$ cat src/rtl/load_align_unit_if.sv
// Request, beat-bus and response signals of load_align_unit.
// req_msize encoding: 0 = 1 byte, 1 = 2 bytes, 2 = 4 bytes, 3 = 8 bytes.
interface load_align_unit_if #(
  parameter int DATA_W = 64,
  parameter int ADDR_W = 64
);
  logic              req_valid;
  logic              req_ready;
  logic [ADDR_W-1:0] req_addr;
  logic [1:0]        req_msize;
  logic              req_unsigned;
  logic              bus_valid;
  logic [ADDR_W-1:0] bus_addr;
  logic              bus_ok;
  logic [DATA_W-1:0] bus_data;
  logic              resp_valid;
  logic [DATA_W-1:0] resp_data;
  logic              resp_error;

  modport slave (
    input  req_valid, req_addr, req_msize, req_unsigned, bus_ok, bus_data,
    output req_ready, bus_valid, bus_addr, resp_valid, resp_data, resp_error
  );

  modport master (
    output req_valid, req_addr, req_msize, req_unsigned, bus_ok, bus_data,
    input  req_ready, bus_valid, bus_addr, resp_valid, resp_data, resp_error
  );
endinterface

$ cat src/rtl/load_align_unit.sv
// Load alignment unit: one load at a time, aligned beat fetch, byte extract and extend.
// Build option LOAD_SPLIT_EN: beat-crossing misaligned loads use two beats instead of ERR.
//
// state  | meaning
// IDLE   | ready for a request
// BEAT0  | single aligned beat outstanding
// SPLIT0 | first beat of a beat-crossing load (LOAD_SPLIT_EN)
// SPLIT1 | second beat, next beat address (LOAD_SPLIT_EN)
// DONE   | result pulse
// ERR    | misaligned-access error pulse
module load_align_unit #(
  parameter int DATA_W = 64,
  parameter int ADDR_W = 64
) (
  input logic clk,
  input logic reset,
  load_align_unit_if.slave lsu
);
  localparam int NB    = DATA_W / 8;
  localparam int OFF_W = $clog2(NB);
  localparam int IDX_W = $clog2(DATA_W);

`ifdef LOAD_SPLIT_EN
  typedef enum logic [2:0] {IDLE, BEAT0, DONE, ERR, SPLIT0, SPLIT1} state_t;
`else
  typedef enum logic [1:0] {IDLE, BEAT0, DONE, ERR} state_t;
`endif

  state_t            state, state_nxt;
  logic [ADDR_W-1:0] addr_q;
  logic [1:0]        msize_q;
  logic              uns_q;
  logic [DATA_W-1:0] result_q;
  logic [ADDR_W-1:0] beat_addr;
  logic [OFF_W-1:0]  off_q;
  logic [OFF_W-1:0]  req_off;
  int                req_bytes;
  logic              size_bad;
  logic              req_ready;
  logic              bus_valid;
  logic [ADDR_W-1:0] bus_addr;
  logic              resp_valid;
  logic              resp_error;
`ifdef LOAD_SPLIT_EN
  logic              req_cross;
  logic [DATA_W-1:0] hold_q;
`else
  logic              req_misalign;
`endif

  // Keep the low 8<<msize bits of raw and fill the rest with zeros or the sign bit.
  function automatic logic [DATA_W-1:0] extend(input logic [DATA_W-1:0] raw,
                                               input logic [1:0] msize,
                                               input logic uns);
    int                nbits;
    logic [DATA_W-1:0] mask;
    logic              sign;
    nbits = 8 << msize;
    if (nbits >= DATA_W) begin
      mask = '1;
      sign = 1'b0;
    end else begin
      mask = (DATA_W'(1) << nbits) - DATA_W'(1);
      sign = raw[IDX_W'(nbits - 1)];
    end
    return (raw & mask) | ((sign && !uns) ? ~mask : '0);
  endfunction

  assign off_q     = addr_q[OFF_W-1:0];
  assign beat_addr = {addr_q[ADDR_W-1:OFF_W], {OFF_W{1'b0}}};
  assign req_off   = lsu.req_addr[OFF_W-1:0];
  assign req_bytes = 1 << lsu.req_msize;
  // An 8-byte access on a 32-bit bus can never be served.
  assign size_bad  = req_bytes > NB;
`ifdef LOAD_SPLIT_EN
  assign req_cross = (int'(req_off) + req_bytes) > NB;
`else
  assign req_misalign = ((int'(req_off) & (req_bytes - 1)) != 0) || size_bad;
`endif

  always_ff @(posedge clk or negedge reset) begin
    if (!reset) state <= IDLE;
    else        state <= state_nxt;
  end

  always_comb begin
    state_nxt  = state;
    req_ready  = 1'b0;
    bus_valid  = 1'b0;
    bus_addr   = '0;
    resp_valid = 1'b0;
    resp_error = 1'b0;
    case (state)
      IDLE: begin
        req_ready = 1'b1;
        if (lsu.req_valid) begin
`ifdef LOAD_SPLIT_EN
          if (size_bad)       state_nxt = ERR;
          else if (req_cross) state_nxt = SPLIT0;
          else                state_nxt = BEAT0;
`else
          state_nxt = req_misalign ? ERR : BEAT0;
`endif
        end
      end
      BEAT0: begin
        bus_valid = 1'b1;
        bus_addr  = beat_addr;
        if (lsu.bus_ok) state_nxt = DONE;
      end
`ifdef LOAD_SPLIT_EN
      SPLIT0: begin
        bus_valid = 1'b1;
        bus_addr  = beat_addr;
        if (lsu.bus_ok) state_nxt = SPLIT1;
      end
      SPLIT1: begin
        bus_valid = 1'b1;
        bus_addr  = beat_addr + ADDR_W'(NB);
        if (lsu.bus_ok) state_nxt = DONE;
      end
`endif
      DONE: begin
        resp_valid = 1'b1;
        state_nxt  = IDLE;
      end
      ERR: begin
        resp_valid = 1'b1;
        resp_error = 1'b1;
        state_nxt  = IDLE;
      end
      default: state_nxt = IDLE;
    endcase
  end

  always_ff @(posedge clk or negedge reset) begin
    if (!reset) begin
      addr_q   <= '0;
      msize_q  <= '0;
      uns_q    <= 1'b0;
      result_q <= '0;
`ifdef LOAD_SPLIT_EN
      hold_q   <= '0;
`endif
    end else begin
      if (state == IDLE && lsu.req_valid) begin
        addr_q  <= lsu.req_addr;
        msize_q <= lsu.req_msize;
        uns_q   <= lsu.req_unsigned;
      end
      if (state == IDLE && state_nxt == ERR) result_q <= '0;
      if (state == BEAT0 && lsu.bus_ok)
        result_q <= extend(lsu.bus_data >> (int'(off_q) * 8), msize_q, uns_q);
`ifdef LOAD_SPLIT_EN
      // Low part from beat0 bytes [off..], high part from beat1 bytes [0..].
      if (state == SPLIT0 && lsu.bus_ok)
        hold_q <= lsu.bus_data >> (int'(off_q) * 8);
      if (state == SPLIT1 && lsu.bus_ok)
        result_q <= extend(hold_q | (lsu.bus_data << ((NB - int'(off_q)) * 8)),
                           msize_q, uns_q);
`endif
    end
  end

  assign lsu.req_ready  = req_ready;
  assign lsu.bus_valid  = bus_valid;
  assign lsu.bus_addr   = bus_addr;
  assign lsu.resp_valid = resp_valid;
  assign lsu.resp_data  = result_q;
  assign lsu.resp_error = resp_error;
endmodule

$ cat src/flat_wrapper.sv
// flat-port wrapper written by rule: the top's interface ports become plain ports
module load_align_unit_flat 
#(
  parameter int DATA_W = 64,
  parameter int ADDR_W = 64
)
  (clk, reset, lsu_req_valid, lsu_req_addr, lsu_req_msize, lsu_req_unsigned, lsu_bus_ok, lsu_bus_data, lsu_req_ready, lsu_bus_valid, lsu_bus_addr, lsu_resp_valid, lsu_resp_data, lsu_resp_error);
  load_align_unit_if #(.DATA_W(DATA_W), .ADDR_W(ADDR_W)) lsu_i ();
  input logic clk;
  input logic reset;
  input wire logic [$bits(lsu_i.req_valid)-1:0] lsu_req_valid;
  input wire logic [$bits(lsu_i.req_addr)-1:0] lsu_req_addr;
  input wire logic [$bits(lsu_i.req_msize)-1:0] lsu_req_msize;
  input wire logic [$bits(lsu_i.req_unsigned)-1:0] lsu_req_unsigned;
  input wire logic [$bits(lsu_i.bus_ok)-1:0] lsu_bus_ok;
  input wire logic [$bits(lsu_i.bus_data)-1:0] lsu_bus_data;
  output wire logic [$bits(lsu_i.req_ready)-1:0] lsu_req_ready;
  output wire logic [$bits(lsu_i.bus_valid)-1:0] lsu_bus_valid;
  output wire logic [$bits(lsu_i.bus_addr)-1:0] lsu_bus_addr;
  output wire logic [$bits(lsu_i.resp_valid)-1:0] lsu_resp_valid;
  output wire logic [$bits(lsu_i.resp_data)-1:0] lsu_resp_data;
  output wire logic [$bits(lsu_i.resp_error)-1:0] lsu_resp_error;
  assign lsu_i.req_valid = lsu_req_valid;
  assign lsu_i.req_addr = lsu_req_addr;
  assign lsu_i.req_msize = lsu_req_msize;
  assign lsu_i.req_unsigned = lsu_req_unsigned;
  assign lsu_i.bus_ok = lsu_bus_ok;
  assign lsu_i.bus_data = lsu_bus_data;
  assign lsu_req_ready = lsu_i.req_ready;
  assign lsu_bus_valid = lsu_i.bus_valid;
  assign lsu_bus_addr = lsu_i.bus_addr;
  assign lsu_resp_valid = lsu_i.resp_valid;
  assign lsu_resp_data = lsu_i.resp_data;
  assign lsu_resp_error = lsu_i.resp_error;
  load_align_unit #(.DATA_W(DATA_W), .ADDR_W(ADDR_W)) u_core (.clk(clk), .reset(reset), .lsu(lsu_i));
endmodule
$ cat config.mk
export PLATFORM = sky130hd
export DESIGN_NAME = load_align_unit_flat
export DESIGN_NICKNAME = d
export VERILOG_FILES = /design/src/rtl/load_align_unit_if.sv /design/src/rtl/load_align_unit.sv /design/src/flat_wrapper.sv
export SDC_FILE = /design/constraint.sdc
export NUM_CORES = 1
export LEC_CHECK = 0
export ABC_AREA = 1
export CORE_MARGIN = 10
export CORE_UTILIZATION = 50
export CTS_CLUSTER_DIAMETER = 80
export DETAILED_ROUTE_END_ITERATION = 7
export PLACE_DENSITY = 0.95
export SYNTH_ARGS = -nofsm -noshare
export SYNTH_HDL_FRONTEND = slang
export SYNTH_SLANG_ARGS = --single-unit
$ cat constraint.sdc
create_clock -name clk -period 2.9 [get_ports clk]
set_input_delay 0.29 -clock clk [delete_from_list [all_inputs] [get_ports clk]]
set_output_delay 0.29 -clock clk [all_outputs]
set_load 0.01 [all_outputs]
==> results.json, run 1 <==
{
  "vdd_drop_max_v": 0.000573,
  "vias_per_cell": 5.49,
  "required_ns": 2.61,
  "cts_tree": "done",
  "critPathSlowestCell": "clkdlybuf4s50_1",
  "syn_area_sq_um": 7600,
  "path_clk_slew_ns": 0.06,
  "dieArea_sq_um": 20500,
  "max_slew_margin": 0.542,
  "yosys_warnings": 0,
  "critPathTopFamily": "buffers and inverters",
  "cts_buffer_depth": 2,
  "cp_max_fo": 62,
  "maxCapViolCount": 0,
  "tightestPinTransition_ns": 0.687,
  "leakage_uw": 0.00517,
  "pwr-share-seq": 0.267,
  "grt_pass1_vias": 8164,
  "finalMaxSlewViolations": 0,
  "routed_wl_mm": 27.5,
  "fin_nets": 1420,
  "io_buffers": 263,
  "power_density_nw_per_um2": 1070,
  "endpoint_kind": "output pin",
  "num_io_pins": 267,
  "clock_power_share": 0.182,
  "crit_path_frequent_cell": "nor2_1",
  "cts.sinks": 133,
  "root_buffer": "clkbuf_16",
  "wl_per_cell_um": 18.5,
  "cp-start-kind": "register",
  "drtIter0Drc": 895,
  "die_w_um": 143,
  "antenna_found_initial": 2,
  "start_util": 0.506,
  "drtAntennaViolNets": 0,
  "finClkSkew_ns": 0.0160,
  "globalplace.congestion": 0.990,
  "worstSkewPairLatency_ns": 0.43,
  "synth.distinct_cells": 29,
  "finalSetupTns_ns": 0,
  "worstPathArrival_ns": 2.25,
  "vias": 8155,
  "grt_max_degree": 124,
  "syn_avg_cell_area_sq_um": 7.14,
  "mostFrequentLayoutCell": "nand2_1",
  "run_status": "complete, no violations",
  "cts_resized": 0,
  "core_sq_um": 15000,
  "row_count": 45,
  "rsz0062_at_grt": "false",
  "overflow": 0,
  "finalHoldViolCount": 0,
  "track_usage": 0.265,
  "synthCells": 1065,
  "drive_above_1_share": 0.0571,
  "cts_inserted_buffers": 17,
  "die_h_um": 143,
  "hp-class": "in2reg",
  "ys_ff_latch": 133,
  "crit_buf_inv": 3,
  "cts_htree_levels": 4,
  "crit_type": "reg2out",
  "fin_crit_sh": 0.877,
  "period_minus_slack_ns": 2.54,
  "dp.final_hpwl_mm": 20.1,
  "route.detailed.drc": 0,
  "final_cell_mix": "nand2_1 (352), clkdlybuf4s50_1 (262), dfrtp_1 (133)",
  "synthToLayoutAreaGrowth_pct": 41.8,
  "power.switching_uw": 5190,
  "hold_buffers": 1,
  "crit_path_max_incr_delay_ns": 0.58,
  "post_cts_buffers": 0,
  "power_switching_share": 0.448,
  "p_int_uw": 6390,
  "fmax_ghz": 0.393,
  "dr.pass1.iters": 6,
  "grt_pass1_wl_mm": 42.8,
  "fin_hold_ws_ns": 0.415,
  "setup_viol": 0,
  "power_frac_comb": 0.551,
  "yosysSeqAreaShare": 0.438,
  "cp_cell_sequence": "nor2_1, inv_2, buf_4, nor2_1, clkdlybuf4s50_1"
}
[registers in the layout, summed over array words and instances, names as in the netlist]
name                  cells
u_core.uns_q              1
u_core.state              2
u_core.lsu.resp_data     64
u_core.addr_q            64
u_core.msize_q            2
[worst min-delay path, stage by stage]
cell and delay (ns):
clkdlybuf4s50_1 0.40, nand2_1 0.07, nand2_1 0.05
[logic make-up after synthesis]
| family | Yosys count | share of synthesized area |
|---|---|---|
| other | 1 | 0.000493 |
| and+or+nand+nor | 548 | 0.301 |
| muxes | 7 | 0.00922 |
| AOI/OAI and AO/OA | 201 | 0.146 |
| buffers and inverters | 175 | 0.106 |
| DFF | 133 | 0.438 |
[metrics by stage]
stage	cells	setup slack, ns	utilization	power [uW]	area [sq um]
after global routing	1485	0.243	0.717	12400	10800
after global placement	1453	0.794	0.678	9190	10200
after CTS	1485	0.363	0.717	11600	10800
after floorplan	1067	1.33	-	7020	7610
after detailed placement	1453	0.718	0.678	9390	10200
final	1486	0.357	0.717	11600	10800
[area by class of cell]
cell class	count	area, sq um
fill	1146	4260
multi-input combinational	759	3480
sequential	133	3330
timing repair buffer	277	2790
clock buffer	19	453
inverter	97	368
tap	188	235
clock inverter	12	120
antenna	1	2.50
[metal layers]
| metal | GRT usage | up-vias | wire, um |
|---|---|---|---|
| met5 | 0 | - | 11 |
| met4 | 0.117 | 2 | 956 |
| met3 | 0.116 | 64 | 3730 |
| met2 | 0.432 | 492 | 13100 |
| met1 | 0.296 | 3779 | 9660 |
| li1 | - | 3818 | - |
[synth_stat cells (all sizes together)]
cell | count | share of area
a21o | 1 | 0.00099
a21oi | 50 | 0.033
a22o | 7 | 0.0081
a31oi | 12 | 0.0099
buf | 53 | 0.045
clkbuf | 25 | 0.012
conb | 1 | 0.00049
dfrtp | 133 | 0.44
inv | 97 | 0.048
mux2i | 7 | 0.0092
nand2 | 368 | 0.19
nand3 | 87 | 0.060
nor2 | 77 | 0.038
o211ai | 14 | 0.014
o21a | 7 | 0.0069
o21ai | 110 | 0.072
or2 | 16 | 0.013
[power by group through the flow]
| stage | Combinational, uW | Clock [uW] | Sequential [uW] |
|---|---|---|---|
| 2_1_floorplan | 3870 | 0 | 3150 |
| 3_3_place_gp | 6110 | 0 | 3080 |
| 3_5_place_dp | 6280 | 0 | 3110 |
| 4_1_cts | 6340 | 2130 | 3090 |
| 5_1_grt | 7000 | 2210 | 3170 |
| 6_report | 6380 | 2110 | 3090 |
[path summary, 6_finish.rpt]
| path | startpoint | end | slack, ns | depth (start not counted) |
|---|---|---|---|---|
| min in group asynchronous | reset | u_core.lsu.resp_data[44] | 0.46 | 2 |
| worst min-delay path | lsu_req_unsigned | u_core.uns_q | 0.41 | 3 |
| worst min register to register | u_core.lsu.resp_data[61] | u_core.lsu.resp_data[61] | 0.48 | 2 |
| worst max-delay path | u_core.state[1] | lsu_bus_addr[49] | 0.36 | 5 |
| worst max register to register | u_core.msize_q[1] | u_core.lsu.resp_data[63] | 0.65 | 8 |
| max in group asynchronous | reset | u_core.addr_q[57] | 1.73 | 3 |
No activity file was read; power rests on OpenSTA's default activity.
==> inputs of run 2 (changes only) <==
CAP_MARGIN = 5   (was default)
CORE_UTILIZATION = 60   (was 50)
DONT_BUFFER_PORTS = 1   (was default)
GPL_ROUTABILITY_DRIVEN = 1   (was default)
PLACE_DENSITY = 0.88   (was 0.95)
==> run 2 against run 1 <==
  * The run now ends with hold timing left
  * Core utilization decreased by 2.8 points
  * Clock skew decreased by 0.0079 ns
  * Hold slack got worse by 0.86 ns
  * Maximum frequency decreased by 0.82%
  * Largest power group unchanged
  * Non-clock buffer count decreased by 208
  * Combinational power decreased by 27%
==> results.json, run 2 (synthesis gave the netlist of run 1 again) <==
{
  "p_total_uw": 10100,
  "io_buffers": 0,
  "failed_checks": "hold timing",
  "required_ns": 2.61,
  "drive_above_1_share": 0.0661,
  "crit_path_frequent_cell": "nor2_1",
  "crit_buf_inv": 2,
  "finalMaxSlewViolations": 0,
  "start_util": 0.607,
  "tightestPinTransition_ns": 1.04,
  "wl_per_cell_um": 19.9,
  "critPathTopFamily": "buffers and inverters",
  "cts_tree": "done",
  "finalHoldViolCount": 133,
  "cp_cell_sequence": "nor2_1, inv_2, buf_4, nor2_1",
  "setup_viol": 0,
  "vias": 7349,
  "core_sq_um": 12500,
  "dr.pass1.iters": 7,
  "run_status": "finished, violations left",
  "rsz0062_at_grt": "false",
  "mostFrequentLayoutCell": "nand2_1",
  "power_switching_share": 0.480,
  "synthToLayoutAreaGrowth_pct": 13.5,
  "hp-class": "in2async",
  "die_w_um": 133,
  "grt_pass1_vias": 7133,
  "crit_type": "reg2out",
  "preCtsSetupSlack_ns": 0.723,
  "drtAntennaViolNets": 0,
  "overflow": 0,
  "clock_power_share": 0.203,
  "worstPathArrival_ns": 2.27,
  "period_minus_slack_ns": 2.56,
  "grt_max_degree": 134,
  "vias_per_cell": 5.82,
  "cts_htree_levels": 4,
  "cts_buffer_depth": 2,
  "finish.utilization": 0.689,
  "fmax_ghz": 0.390,
  "track_usage": 0.279,
  "drtIter0Drc": 1027,
  "post_cts_buffers": 0,
  "routed_wl_mm": 25.2,
  "cts.sinks": 133,
  "endpoint_kind": "output pin",
  "num_io_pins": 267,
  "power_frac_comb": 0.463,
  "cp_max_fo": 38,
  "maxCapViolCount": 0,
  "die_h_um": 133,
  "finalSetupTns_ns": 0,
  "rrSetupSlack_ns": 0.69,
  "route.detailed.drc": 0,
  "grt_pass1_wl_mm": 39.1,
  "power_density_nw_per_um2": 1170,
  "dp.final_hpwl_mm": 16.9,
  "power.switching_uw": 4840,
  "finClkSkew_ns": 0.00809,
  "leakage_uw": 0.00441,
  "hold_buffers": 56,
  "regToRegStartpoint": "u_core.state[1]",
  "crit_path_max_incr_delay_ns": 0.45,
  "r2r-end": "u_core.lsu.resp_data[6]",
  "path_clk_slew_ns": 0.06,
  "critPathSlowestCell": "dfrtp_1",
  "fin_hold_ws_ns": -0.443,
  "cts_inserted_buffers": 17,
  "vdd_drop_max_v": 0.000691,
  "fin_nets": 1212,
  "pwr-share-seq": 0.334,
  "globalplace.congestion": 0.935,
  "worstSkewPairLatency_ns": 0.42,
  "cp-start-kind": "register",
  "cts_resized": 0,
  "fin_ws_ns": 0.336,
  "rr_worst_depth": 7,
  "p_int_uw": 5250,
  "max_slew_margin": 0.306,
  "dieArea_sq_um": 17600,
  "final_cell_mix": "nand2_1 (352), dfrtp_1 (133), o21ai_0 (91)",
  "antenna_found_initial": 1,
  "row_count": 41,
  "root_buffer": "clkbuf_16",
  "fin_crit_sh": 0.884
}
run 2: area by class of cell:
cell class | instances | area (sq um)
Inverter | 97 | 368
Clock inverter | 11 | 103
Multi-Input combinational cell | 759 | 3480
Antenna cell | 1 | 2.50
Clock buffer | 21 | 460
Fill cell | 1003 | 3890
Timing Repair Buffer | 69 | 671
Tap cell | 172 | 215
Sequential cell | 133 | 3330
run 2: how the worst max path moves through the flow:
stage | cells past startpoint | start | to | slack [ns]
6_report | 4 | u_core.state[1] | lsu_bus_addr[50] | 0.34
3_3_place_gp | 7 | u_core.state[1] | u_core.lsu.resp_data[4] | 0.79
5_1_grt | 4 | u_core.state[1] | lsu_bus_addr[43] | 0.13
4_1_cts | 4 | u_core.state[1] | lsu_bus_addr[43] | 0.36
3_5_place_dp | 7 | u_core.state[1] | u_core.lsu.resp_data[2] | 0.72
2_1_floorplan | 8 | u_core.state[0] | u_core.lsu.resp_data[4] | 1.33
run 2: routing by layer:
layer  part of all wire  up-vias  wire (um)  global-route usage
met1               0.34     3405       8650               0.311
met2               0.49      468      12400               0.464
met5                  0        -          0                   0
li1                   -     3410          -                   -
met4              0.028        0        708               0.106
met3               0.14       66       3460               0.118
run 2: metrics by stage:
stage	instance area (sq um)	std cells	hold WS, ns
floorplan	7610	1067	-0.00559
global placement	7500	1174	-0.00134
detailed placement	7500	1174	-0.00129
CTS	8620	1262	-0.450
global route	8620	1263	-0.458
finish	8620	1263	-0.443
run 2: power groups by stage:
stage | sequential (uW) | clock [uW] | combinational [uW]
floorplan | 3150 | 0 | 3870
global placement | 3350 | 0 | 4350
detailed placement | 3380 | 0 | 4460
CTS | 3360 | 2060 | 4550
global route | 3450 | 2160 | 5200
finish | 3360 | 2050 | 4670
==> inputs of run 3 (changes only) <==
PLACE_DENSITY = 0.84   (was 0.88)
clock period = 2.7 ns   (was 2.9 ns; I/O delays follow)
==> run 3 against run 2 <==
  * The run still ends with hold timing left
  * Die area is the same
  * Cell count rose by 0.32%
  * Non-clock buffer count is 4 higher
  * Clock power up 27%
  * Core utilization up 1.2 points
  * Clock-buffer cell count decreased by 2
  * Setup slack got worse by 0.092 ns
  * First-iteration DRC count fell by 0.68%
  * Via count grew 1.3%
  * Critical path depth rose by 3
  * Clock skew rose by 0.00080 ns
  * Total power increased by 12%
  * Critical endpoint is now u_core.lsu.resp_data[3]
  * Highest routed layer unchanged
==> results.json, run 3 (synthesis gave the netlist of run 1 again) <==
{
  "drtIter0Drc": 1020,
  "start_util": 0.607,
  "track_usage": 0.291,
  "routed_wl_mm": 26.3,
  "hp-class": "in2async",
  "drive_above_1_share": 0.0650,
  "fin_hold_ws_ns": -0.458,
  "path_clk_slew_ns": 0.06,
  "dr.pass1.iters": 6,
  "dieArea_sq_um": 17600,
  "failed_checks": "hold timing",
  "power_density_nw_per_um2": 1290,
  "cts_htree_levels": 4,
  "multiInputGateArea_sq_um": 3480,
  "vias": 7442,
  "worstPathArrival_ns": 2.77,
  "mostFrequentLayoutCell": "nand2_1",
  "dp.final_hpwl_mm": 17.0,
  "max_slew_margin": 0.317,
  "tightestPinTransition_ns": 1.02,
  "cts_resized": 0,
  "seqCellArea_sq_um": 3330,
  "worstSkewPairLatency_ns": 0.42,
  "crit_type": "reg2reg",
  "fmax_ghz": 0.407,
  "die_h_um": 133,
  "fin_crit_sh": 0.910,
  "cts_inserted_buffers": 17,
  "finalMaxSlewViolations": 0,
  "regToRegStartpoint": "u_core.state[1]",
  "num_io_pins": 267,
  "leakage_uw": 0.00447,
  "cts_tree": "done",
  "setup_viol": 0,
  "root_buffer": "clkbuf_16",
  "vdd_drop_max_v": 0.000890,
  "rr_worst_depth": 7,
  "finClkSkew_ns": 0.00889,
  "period_minus_slack_ns": 2.46,
  "cp_max_fo": 64,
  "finalHoldViolCount": 133,
  "post_cts_buffers": 0,
  "finalSetupTns_ns": 0,
  "row_count": 41,
  "r2r-end": "u_core.lsu.resp_data[3]",
  "maxCapViolCount": 0,
  "run_status": "finished, violations left",
  "antenna_found_initial": 2,
  "final_cell_mix": "nand2_1 (352), dfrtp_1 (133), o21ai_0 (91)",
  "overflow": 0,
  "cts.sinks": 133,
  "rrSetupSlack_ns": 0.24,
  "dp.cells": 1172,
  "grt_pass1_vias": 7433,
  "route.detailed.drc": 0,
  "synthToLayoutAreaGrowth_pct": 15.4,
  "vias_per_cell": 5.87,
  "globalplace.congestion": 0.939,
  "cp-start-kind": "register",
  "final.fill_count": 984,
  "drtAntennaViolNets": 0,
  "io_buffers": 0,
  "rsz0062_at_grt": "false",
  "grt_pass1_wl_mm": 41.2,
  "fin_cells": 1267,
  "fin_nets": 1216,
  "cts_buffer_depth": 2,
  "required_ns": 3.01,
  "hold_buffers": 62,
  "grt_max_degree": 134,
  "endpoint_kind": "register",
  "wl_per_cell_um": 20.8,
  "die_w_um": 133,
  "core_sq_um": 12500
}
## run 3: changes by cell type in the layout (fill, tap and decap cells not counted), moves of 2 or more
cell           change
dlygate4sd3_1      +6
buf_4              -3
clkbuf_1           -2
clkinv_2           -2
bufinv_16          +4
## run 3: report_power, final
part	internal (uW)	switching (uW)	total (uW)	leakage (uW)
registers	2880	755	3630	0.00170
clock network	1690	919	2600	0.000315
logic	1450	3660	5110	0.00246
total	6010	5330	11300	0.00447
## run 3: worst max-delay path: stages, from the launching register on
cell and delay, ns:
dfrtp_1 0.45, nor2_1 0.28, nand2_1 0.22, inv_2 0.35
nand3_1 0.15, nand3_2 0.12, inv_2 0.37, a22o_1 0.38
## run 3: final cells by class
| type | count | share of cell area |
|---|---|---|
| repair buffers | 73 | 0.0830 |
| well taps | 172 | 0.0245 |
| diodes | 2 | 0.000570 |
| inverters | 97 | 0.0418 |
| flip-flops and latches | 133 | 0.379 |
| clock buffers | 19 | 0.0516 |
| clock inverters | 12 | 0.0230 |
| multi-input cells | 759 | 0.396 |
## run 3: layer usage
| metal | wire [um] | GRT usage | share of wire | vias up |
|---|---|---|---|---|
| li1 | - | - | - | 3410 |
| met1 | 9450 | 0.336 | 0.36 | 3483 |
| met2 | 12800 | 0.484 | 0.49 | 481 |
| met3 | 3190 | 0.106 | 0.12 | 68 |
| met4 | 843 | 0.114 | 0.032 | 0 |
| met5 | 0 | 0 | 0 | - |
## run 3: stage by stage
step	worst slack, ns	utilization	total power [uW]	cell area [sq um]
6_report	0.244	0.701	11300	8770
5_1_grt	0.0167	0.701	12100	8770
4_1_cts	0.270	0.701	11100	8770
3_5_place_dp	0.287	0.599	8470	7490
3_3_place_gp	0.309	0.599	8340	7490
2_1_floorplan	1.13	-	7540	7610
## run 3: how the worst max path moves through the flow
| stage | startpoint | to | cells after the start |
|---|---|---|---|
| floorplan | u_core.state[0] | u_core.lsu.resp_data[4] | 8 |
| global placement | u_core.state[1] | u_core.lsu.resp_data[1] | 7 |
| detailed placement | u_core.state[1] | u_core.lsu.resp_data[3] | 7 |
| CTS | u_core.state[1] | u_core.lsu.resp_data[0] | 7 |
| global route | u_core.state[1] | u_core.lsu.resp_data[0] | 7 |
| finish | u_core.state[1] | u_core.lsu.resp_data[3] | 7 |
